--- src/rtl/imm_ext_pipe.sv ---
// rtl/imm_ext_pipe.sv - pipelined immediate sign/zero extender with shift and elastic buffer
module imm_ext_pipe #(
  parameter int IN_W  = 26,
  parameter int OUT_W = 32,
  parameter int W0    = 16,
  parameter int W1    = 21,
  parameter int W2    = 26
) (
  input  logic             CLK,
  input  logic             RST,
  input  logic             IN_VALID,
  output logic             IN_READY,
  input  logic [IN_W-1:0]  UNEXT,
  input  logic [1:0]       MODE,
  input  logic             SIGNED,
  input  logic [1:0]       SHL,
  output logic             OUT_VALID,
  input  logic             OUT_READY,
  output logic [OUT_W-1:0] EXT,
  output logic             LOSS
);

  logic [OUT_W-1:0] x;
  logic [OUT_W-1:0] r;
  logic             loss_c;

  logic             o_valid;
  logic [OUT_W-1:0] o_ext;
  logic             o_loss;
  logic             s_valid;
  logic [OUT_W-1:0] s_ext;
  logic             s_loss;

  logic             accept;
  logic             emit;

  // Select the field width, extend to OUT_W, shift, and detect discarded significant bits
  always_comb begin
    x = '0;
    case (MODE)
      2'b00:   x = {{(OUT_W-W0){SIGNED & UNEXT[W0-1]}}, UNEXT[W0-1:0]};
      2'b01:   x = {{(OUT_W-W1){SIGNED & UNEXT[W1-1]}}, UNEXT[W1-1:0]};
      2'b10:   x = {{(OUT_W-W2){SIGNED & UNEXT[W2-1]}}, UNEXT[W2-1:0]};
      default: x = {{(OUT_W-IN_W){SIGNED & UNEXT[IN_W-1]}}, UNEXT};
    endcase
    r = x << SHL;
    // Each bit shifted out must equal the new sign bit (signed) or be zero (unsigned)
    loss_c = 1'b0;
    for (int i = 0; i < 3; i++) begin
      if (i < int'(SHL)) begin
        if (SIGNED) begin
          if (x[OUT_W-1-i] != r[OUT_W-1]) loss_c = 1'b1;
        end else begin
          if (x[OUT_W-1-i]) loss_c = 1'b1;
        end
      end
    end
  end

  // Skid occupancy alone gates input, so IN_READY never depends on OUT_READY
  assign IN_READY  = ~s_valid;
  assign accept    = IN_VALID & ~s_valid;
  assign emit      = o_valid & OUT_READY;
  assign OUT_VALID = o_valid;
  assign EXT       = o_ext;
  assign LOSS      = o_loss;

  // Two-entry elastic buffer: O feeds the output, S catches the one beat in flight during a stall
  always_ff @(posedge CLK or posedge RST) begin
    if (RST) begin
      o_valid <= 1'b0;
      o_ext   <= '0;
      o_loss  <= 1'b0;
      s_valid <= 1'b0;
      s_ext   <= '0;
      s_loss  <= 1'b0;
    end else begin
      if (emit) begin
        if (s_valid) begin
          o_ext   <= s_ext;
          o_loss  <= s_loss;
          s_valid <= 1'b0;
        end else if (accept) begin
          o_ext   <= r;
          o_loss  <= loss_c;
        end else begin
          o_valid <= 1'b0;
        end
      end else if (accept) begin
        if (!o_valid) begin
          o_valid <= 1'b1;
          o_ext   <= r;
          o_loss  <= loss_c;
        end else begin
          s_valid <= 1'b1;
          s_ext   <= r;
          s_loss  <= loss_c;
        end
      end
    end
  end

endmodule
--- config.mk ---
export PLATFORM = sky130hd
export DESIGN_NAME = imm_ext_pipe
export DESIGN_NICKNAME = d
export VERILOG_FILES = /design/src/rtl/imm_ext_pipe.sv
export SDC_FILE = /design/constraint.sdc
export NUM_CORES = 1
export LEC_CHECK = 0
export CAP_MARGIN = 20
export CORE_MARGIN = 1
export CORE_UTILIZATION = 45
export CTS_BUF_LIST = sky130_fd_sc_hd__clkbuf_8
export DETAILED_ROUTE_END_ITERATION = 8
export PLACE_DENSITY = 0.71
export RECOVER_POWER = 100
export SKIP_LAST_GASP = 1
export SLEW_MARGIN = 20
export SYNTH_ARGS = -nofsm -noshare
export SYNTH_HDL_FRONTEND = slang
export SYNTH_SLANG_ARGS = --single-unit
--- constraint.sdc ---
create_clock -name CLK -period 5.8 [get_ports CLK]
set_input_delay 1.74 -clock CLK [delete_from_list [all_inputs] [get_ports CLK]]
set_output_delay 1.74 -clock CLK [all_outputs]
set_load 0.02 [all_outputs]
* Yosys cells after proc, flatten, opt, wreduce, memory -nomap -nowiden *
Cells that the tools add are included.

storage, ports and cells
  word-level logic and storage cells = 62
  output and inout port bits = 35
  register bits = 68
  input bits = 35

cells by class
  reduce and logical (&&, ||, !) cells = 8
  $lt $le $gt $ge = 3
  bitwise gates (word level) = 7
  multiplexer cells = 30
  equal/unequal tests = 7
  shift-type cells = 1

operators with widths
  operator              count
  $mux W32              5
  $pmux W32 S2          1
  $shl A32 B2 Y32       1
  $mux W1               24
  $reduce_and A3 Y1     3
  $reduce_bool A2 Y1    3
  $and A1 B1 Y1         5
  $lt A1 B2 Y1 const A  2
  $ne A2 B2 Y1 const B  2
  $ne A1 B1 Y1          3
  $eq A2 B1 Y1 const B  1
  $logic_not A2 Y1      1
  $lt A2 B2 Y1 const A  1
  $ne A2 B1 Y1 const B  1
  $not A1 Y1            2
  $reduce_and A2 Y1     1

* Longest topological paths before layout *
Gate-level depths: netlist of run 1.

  word-level depth = 16
  mapped depth = 7
  gate-level depth less buffers = 6

* Least setup slack after synthesis of run 1 *
OpenSTA, ideal clock, no wires.

  path kind = input to register
  from = input port OUT_READY
  to = register o_ext[28] (netlist: EXT[28])
  path buffers = 1
  library setup time = 0.092 ns
  stages = 5
  data required time = 5.708 ns
  slack = 2.914 ns
  arrival time = 2.795 ns
  cells stage by stage = nand2_1 -> ha_1 -> or3_1 -> buf_6 -> o31ai_2

between the ends
  cells in the longest elaborated chain, start to end = 3
  elaborated cells on any way between the ends = 5
  classes of those cells = 1 x eq/ne; 1 x mux; 1 x bitwise; 2 x reduce/logical

ends and longest elaborated chain
  element                                                       line  source
  start: declaration                                            18    input logic OUT_READY,
  $and A1 B1 Y1 *                                               63    assign emit = o_valid & OUT_READY;
  $ne A2 B1 Y1 (no line) or $reduce_bool A2 Y1 (tied branches)  -
  $reduce_and A3 Y1 (no line)                                   -
  end signal: assignment                                        80    o_ext <= s_ext;
  end signal: assignment                                        84    o_ext <= r;
  end signal: assignment                                        92    o_ext <= r;
  end: declaration                                              28    logic [OUT_W-1:0] o_ext;

Mark *: on every way between the ends. The rest lies on a longest branch, timed or not.
A chain may end at the register's enable or synchronous reset.

* Worst setup path in the final report of run 1 *
  from = input port OUT_READY
  to = register o_ext[27] (netlist: EXT[27])

Same word-level chain as after synthesis.

==> summary.md, run 1 <==
| Metric | Value |
|---|---|
| Seq/Total Area, Yosys | `44.6%` |
| Max Cap Viol | `1` |
| Worst slew pin tran | `1.82 ns` |
| Syn_nets | `408` |
| Synth Instances | `372` |
| Final TNS setup | `0 ns` |
| Setup WS post-layout | `1.27 ns` |
| Worst setup SP type | `input port` |
| TritonCTS buffer count | `9` |
| N_diodes | `0` |
| Starting density of the core | `46.5%` |
| Cts hold-fix bufs | `0` |
| P&R area growth vs syn | `24.4%` |
| Placed inst area | `4250 µm²` |
| # setup viols final | `0` |
| Largest net degree at the start of global routing | `50` |
| Post-CTS resize count | `0` |
| Failing checks | `max-capacitance violations, max-slew violations` |
| Root Driver | `clkbuf_8` |
| CP Capture Type | `flop` |
| Worst-Skew Late Latency | `0.34 ns` |
| Vias per cell | `5.52` |
| Mapped Avg Cell Area | `9.65 µm²` |
| Die Wd | `91.3 µm` |
| Final hold vios | `0` |
| CP Buf/Inv Count | `2` |
| Worst-path cell chain | `dlygate4sd3_1 -> nand2_1 -> ha_1 -> nor3_4 -> clkbuf_1 -> o21ai_0 -> o21ai_1` |
| Global route overflow | `0` |
| Max-slew violations | `50` |
| Nets | `462` |
| Critical path required time | `6.06 ns` |
| Iter 0 DRT Violations | `213` |
| Total Power | `2.02 mW` |
| CTS tree | `yes` |
| Met2 usage | `33.6%` |
| Primary FF master, synth | `dfrtp_1` |
| CTS clk-pin slew, worst paths | `0.07 ns` |
| Sequential Power Share | `37.9%` |
| Total wire length | `8280 µm` |
| # IOs | `70` |
| Via count of the first global-routing pass | `2,830` |
| Most common cell after layout, fill and taps aside | `nand2_1` |
| Gr usage total | `21.1%` |
| Max clock buf depth | `2` |
| Power share of the combinational group | `41.0%` |
| DRC viols | `0` |
| Worst slack, placed | `1.82 ns` |
| Post-Layout Inst Area | `4470 µm²` |
| Slew margin rel. | `-21.5%` |
| Met3 GRT Util | `2.93%` |
| Fillers | `689` |
| Vias | `2,934` |
| P_leak | `1.93 nW` |
| Crit-path slowest cell | `clkbuf_1` |
| GPL Wtd Cong | `0.855` |
| Post-synth ARST share | `100%` |
| Psw | `0.748 mW` |
| Cell area after synthesis | `3590 µm²` |
| Fin crit share | `78.1%` |
| Initial antenna violation count | `0` |
| Switching Fraction | `37.1%` |
| Met1 Usage GRT | `29.5%` |
| Busiest grt layer | `met2` |
| Outcome | `finished, violations left` |
| CP delay by family, top | `buffers and inverters` |
| Final ANT Viol Nets | `0` |
| Die area | `8340 µm²` |
| Worst-path fanout max | `33` |
| Arrival @ worst endpoint | `4.79 ns` |
| Min-Delay Path Class | `flop to flop` |
| Yosys warns | `0` |
| FF+latch count, synth | `64` |
| Max VDD drop | `0.201 mV` |
| H-tree Lvls | `3` |
| First-pass GRT wire length | `13,800 µm` |
| Drt pass-1 iters | `5` |
| TritonCTS Sinks | `64` |
| Die height | `91.3 µm` |
| Critical path class | `input port to flop` |
| Post-synth EDFFs | `0` |
| RSZ-0062 raised after global routing | `no` |
| Shortest period the worst path allows | `4.53 ns` |
| Netlist cell types | `49` |
| P_int | `1.27 mW` |
| Row Count | `32` |
| Share of layout cells above drive strength 1 | `9.77%` |
| PwrDens | `452 nW/µm²` |
| Clock power share | `21.0%` |
| Post-CTS Setup Bufs | `0` |
| Slowest stage delay, CP | `1.08 ns` |
| Core area | `7730 µm²` |
| Most frequent cells in the layout | `nand2_1 (66), dfrtp_1 (64), dlygate4sd3_1 (37), mux2i_1 (36), clkdlybuf4s50_1 (31)` |
| Routed WL per cell | `15.6 µm` |
| I/O Buffers | `69` |
| Dpl hpwl | `5640 µm` |
| Max frequency | `221 MHz` |
| Fin Clk Skew | `0.00913 ns` |
flip-flops by register name (all words and copies together), names as in the netlist:
| signal | flops |
|---|---|
| EXT | 30 |
| s_loss | 1 |
| s_ext | 30 |
| OUT_VALID | 1 |
| s_valid | 1 |
| LOSS | 1 |
worst register-to-register path, delay by kind of cell (launching register included):
| kind | cells | cell delay, ns |
|---|---|---|
| adder cells (fa/ha/maj) | 1 | 0.25 |
| buffers and inverters | 2 | 1.20 |
| AND/OR/NAND/NOR | 2 | 0.51 |
| flip-flops | 1 | 0.43 |
| AO/OA/AOI/OAI | 2 | 0.44 |
metrics by stage:
step	hold WS (ns)	instances	util, %
after floorplan	0.440	372	-
after global placement	0.452	517	55.0
after detailed placement	0.465	517	55.0
after CTS	0.479	532	57.9
after global routing	0.506	532	57.8
final	0.465	532	57.8
Yosys cell counts (3+ instances only):
cell type,number,area [µm²]
nor3_1,4,20.0
nand3_1,10,50.1
mux2i_1,36,360
buf_4,5,37.5
mux2_2,11,124
buf_2,14,70.1
buf_6,5,56.3
nand2b_1,3,18.8
dfrtp_1,64,1600
clkbuf_1,6,22.5
inv_1,3,11.3
nor2_1,25,93.8
mux2_1,3,33.8
a31oi_1,15,93.8
a21oi_1,11,55.1
o211ai_1,9,67.6
o31ai_1,7,52.6
a211oi_1,6,45.0
o21ai_1,12,60.1
o21ai_0,23,115
nand2_1,66,248
cell type report:
class                   count  area (µm²)  share of cell area, %
repair buffers             73         712                   15.9
flip-flops and latches     64        1600                   35.9
clock buffers              11         151                   3.39
clock inverters             4        68.8                   1.54
inverters                   4        15.0                  0.336
well taps                 102         128                   2.86
multi-input cells         274        1790                   40.1
metal layers:
layer / vias to the layer above / share of wire [%] / routed length, µm
met1: 1422 / 48 / 4000
met2: 62 / 47 / 3880
met3: 12 / 3.3 / 277
met4: 0 / 1.5 / 122
met5: - / 0 / 0
li1: 1438 / - / -
path summary, 6_finish.rpt:
path                            from  endpoint  slack, ns  cells after the start
max reg2reg                  s_valid   EXT[27]       2.88                      7
min reg2reg                     LOSS      LOSS       0.47                      2
min                             LOSS      LOSS       0.47                      2
min in group asynchronous        RST    EXT[5]       2.20                      2
max in group asynchronous        RST   EXT[22]       2.50                      3
max                        OUT_READY   EXT[27]       1.27                      7
cell families (layout without fill, tap and decap cells):
logic type | after synthesis | after routing | synth area share, %
AND/OR/NAND/NOR | 126 | 126 | 16.2
adder cells (fa/ha/maj) | 1 | 1 | 0.348
buffers and inverters | 34 | 92 | 5.61
flip-flops | 64 | 64 | 44.6
AO/OA/AOI/OAI | 95 | 95 | 17.8
multiplexers | 52 | 52 | 15.4
power by group through the flow:
stage | Clock [mW] | Sequential, mW | Combinational, mW
finish | 0.424 | 0.765 | 0.828
global route | 0.450 | 0.792 | 0.912
CTS | 0.429 | 0.769 | 0.880
detailed placement | 0 | 0.776 | 0.876
global placement | 0 | 0.769 | 0.856
floorplan | 0 | 0.874 | 0.440
Note: power is estimated with default switching activity, not from simulation.
==> run 2, diff against run 1 <==
==> constraint.sdc (replaced) <==
create_clock -name CLK -period 4.2 [get_ports CLK]
set_input_delay 1.26 -clock CLK [delete_from_list [all_inputs] [get_ports CLK]]
set_output_delay 1.26 -clock CLK [all_outputs]
set_load 0.02 [all_outputs]
==> summary.md, run 2 (synthesis results as in run 1) <==
| Metric | Value |
|---|---|
| Shortest period the worst path allows | `3.33 ns` |
| Critical path required time | `4.43 ns (-1.63 ns)` |
| Nets | `466 (+0.87%)` |
| Failing checks | `max-capacitance violations, max-slew violations` |
| Final ANT Viol Nets | `0 (unchanged)` |
| # IOs | `70 (unchanged)` |
| Worst slack, placed | `0.807 ns (-1.01 ns)` |
| Worst slew pin tran | `2.06 ns (+0.242 ns)` |
| Die area | `8340 µm² (unchanged)` |
| Slew margin rel. | `-38.1% (-17 points)` |
| Min-Delay Path Class | `flop to flop` |
| Most frequent cells in the layout | `nand2_1 (66), dfrtp_1 (64), dlygate4sd3_1 (37), mux2i_1 (36), clkdlybuf4s50_1 (31)` |
| GPL Wtd Cong | `0.883 (+3.3%)` |
| Fillers | `686 (-0.44%)` |
| Die Wd | `91.3 µm (unchanged)` |
| Drt pass-1 iters | `4 (-1)` |
| Gr usage total | `21.5% (+0.38 points)` |
| Finished Layout Cells | `537 (+0.94%)` |
| Fin Clk Skew | `0.00821 ns (-0.000911 ns)` |
| Starting density of the core | `46.5% (unchanged)` |
| Post-CTS resize count | `0 (unchanged)` |
| Post-CTS Setup Bufs | `0 (unchanged)` |
| Total wire length | `8240 µm (-0.53%)` |
| Via count of the first global-routing pass | `2,929 (+3.5%)` |
| Worst-path cell chain | `dlygate4sd3_1 -> nand2_1 -> ha_1 -> nor3_1 -> buf_4 -> mux2i_1 -> o31ai_1` |
| CTS clk-pin slew, worst paths | `0.08 ns (about the same)` |
| Max Cap Viol | `1 (unchanged)` |
| Slowest stage delay, CP | `0.68 ns (-0.40 ns)` |
| Core area | `7730 µm² (unchanged)` |
| Root Driver | `clkbuf_8` |
| Largest net degree at the start of global routing | `47 (-6.0%)` |
| # setup viols final | `0 (unchanged)` |
| H-tree Lvls | `3 (unchanged)` |
| DRC viols | `0 (unchanged)` |
| Reg2Reg Setup Slack | `1.91 ns (-0.97 ns)` |
| Max frequency | `300 MHz` |
| N_diodes | `0 (unchanged)` |
| Worst-Skew Late Latency | `0.35 ns (about the same)` |
| Outcome | `finished, violations left` |
| Share of layout cells above drive strength 1 | `10.8% (+1.0 points)` |
| Max clock buf depth | `2 (unchanged)` |
| Worst setup SP type | `input port` |
| Met2 usage | `35.3% (+1.6 points)` |
| Max VDD drop | `0.277 mV (+37%)` |
| Final hold vios | `0 (unchanged)` |
| First-pass GRT wire length | `14,100 µm (+2.0%)` |
| PwrDens | `633 nW/µm² (+40%)` |
| RSZ-0062 raised after global routing | `no` |
| Iter 0 DRT Violations | `156 (-27%)` |
| Routed WL per cell | `15.3 µm (-1.5%)` |
| Placed insts | `521 (+0.77%)` |
| Cts hold-fix bufs | `0 (unchanged)` |
| TritonCTS buffer count | `9 (unchanged)` |
| I/O Buffers | `69 (unchanged)` |
| Arrival @ worst endpoint | `3.56 ns (-1.23 ns)` |
| Vias per cell | `5.46 (-0.93%)` |
| Max-slew violations | `47 (-6.0%)` |
| Busiest grt layer | `met2` |
| Crit-path slowest cell | `nor3_1` |
| Met3 GRT Util | `3.77% (+0.84 points)` |
| Die height | `91.3 µm (unchanged)` |
| CTS tree | `yes` |
| Vias | `2,934 (unchanged)` |
| CP Capture Type | `flop` |
| Fin crit share | `79.3%` |
| P&R area growth vs syn | `25.4%` |
| Met1 Usage GRT | `28.6% (-0.83 points)` |
| Initial antenna violation count | `0 (unchanged)` |
| Final TNS setup | `0 ns (unchanged)` |
| Setup WS post-layout | `0.871 ns (-0.398 ns)` |
| Critical path class | `input port to flop` |
| Worst-path fanout max | `17 (-48%)` |
| P_leak | `1.94 nW (+0.30%)` |
| Dpl hpwl | `5860 µm (+3.9%)` |
| TritonCTS Sinks | `64 (unchanged)` |
| Most common cell after layout, fill and taps aside | `nand2_1` |
| Row Count | `32 (unchanged)` |
| Global route overflow | `0 (unchanged)` |
-- run 2: through the flow --
| step | utilization (%) | hold slack [ns] | power [mW] | area (µm²) |
|---|---|---|---|---|
| floorplan | - | 0.440 | 1.81 | 3590 |
| global placement | 55.4 | 0.453 | 2.26 | 4280 |
| detailed placement | 55.4 | 0.458 | 2.30 | 4280 |
| CTS | 58.6 | 0.474 | 2.95 | 4530 |
| global route | 58.3 | 0.498 | 3.04 | 4500 |
| finish | 58.3 | 0.471 | 2.85 | 4500 |
-- run 2: area by class of cell --
cell class | count | area (µm²) | share of cell area, %
Sequential cell | 64 | 1600 | 35.6
Timing Repair Buffer | 77 | 742 | 16.5
Inverter | 4 | 16.3 | 0.361
Clock inverter | 7 | 119 | 2.64
Tap cell | 102 | 128 | 2.83
Clock buffer | 9 | 124 | 2.75
Multi-Input combinational cell | 274 | 1770 | 39.4
-- run 2: path summary, 6_finish.rpt --
path,from,endpoint,depth (start not counted)
min in group asynchronous,RST,EXT[2],2
max in group asynchronous,RST,EXT[22],3
setup / recovery,OUT_READY,EXT[21],7
setup reg to reg,s_valid,EXT[21],7
hold / removal,s_ext[21],s_ext[21],2
hold reg to reg,s_ext[21],s_ext[21],2
-- run 2: where the power goes --
group	leakage, nW	switching [mW]	internal [mW]
registers	0.781	0.153	0.899
clock network	0.116	0.261	0.395
logic	1.04	0.652	0.494
-- run 2: worst max-delay path, delay by kind of cell --
family / cells / cell delay (ns)
compound gates: 1 / 0.08
simple gates: 2 / 0.77
fa+ha+maj: 1 / 0.24
buf+inv: 2 / 0.98
mux: 1 / 0.22
-- run 2: per-layer routing --
| layer | wire length [µm] | part of all wire [%] |
|---|---|---|
| met1 | 3810 | 46 |
| met3 | 377 | 4.6 |
| met4 | 81 | 0.98 |
| met5 | 0 | 0 |
| met2 | 3970 | 48 |
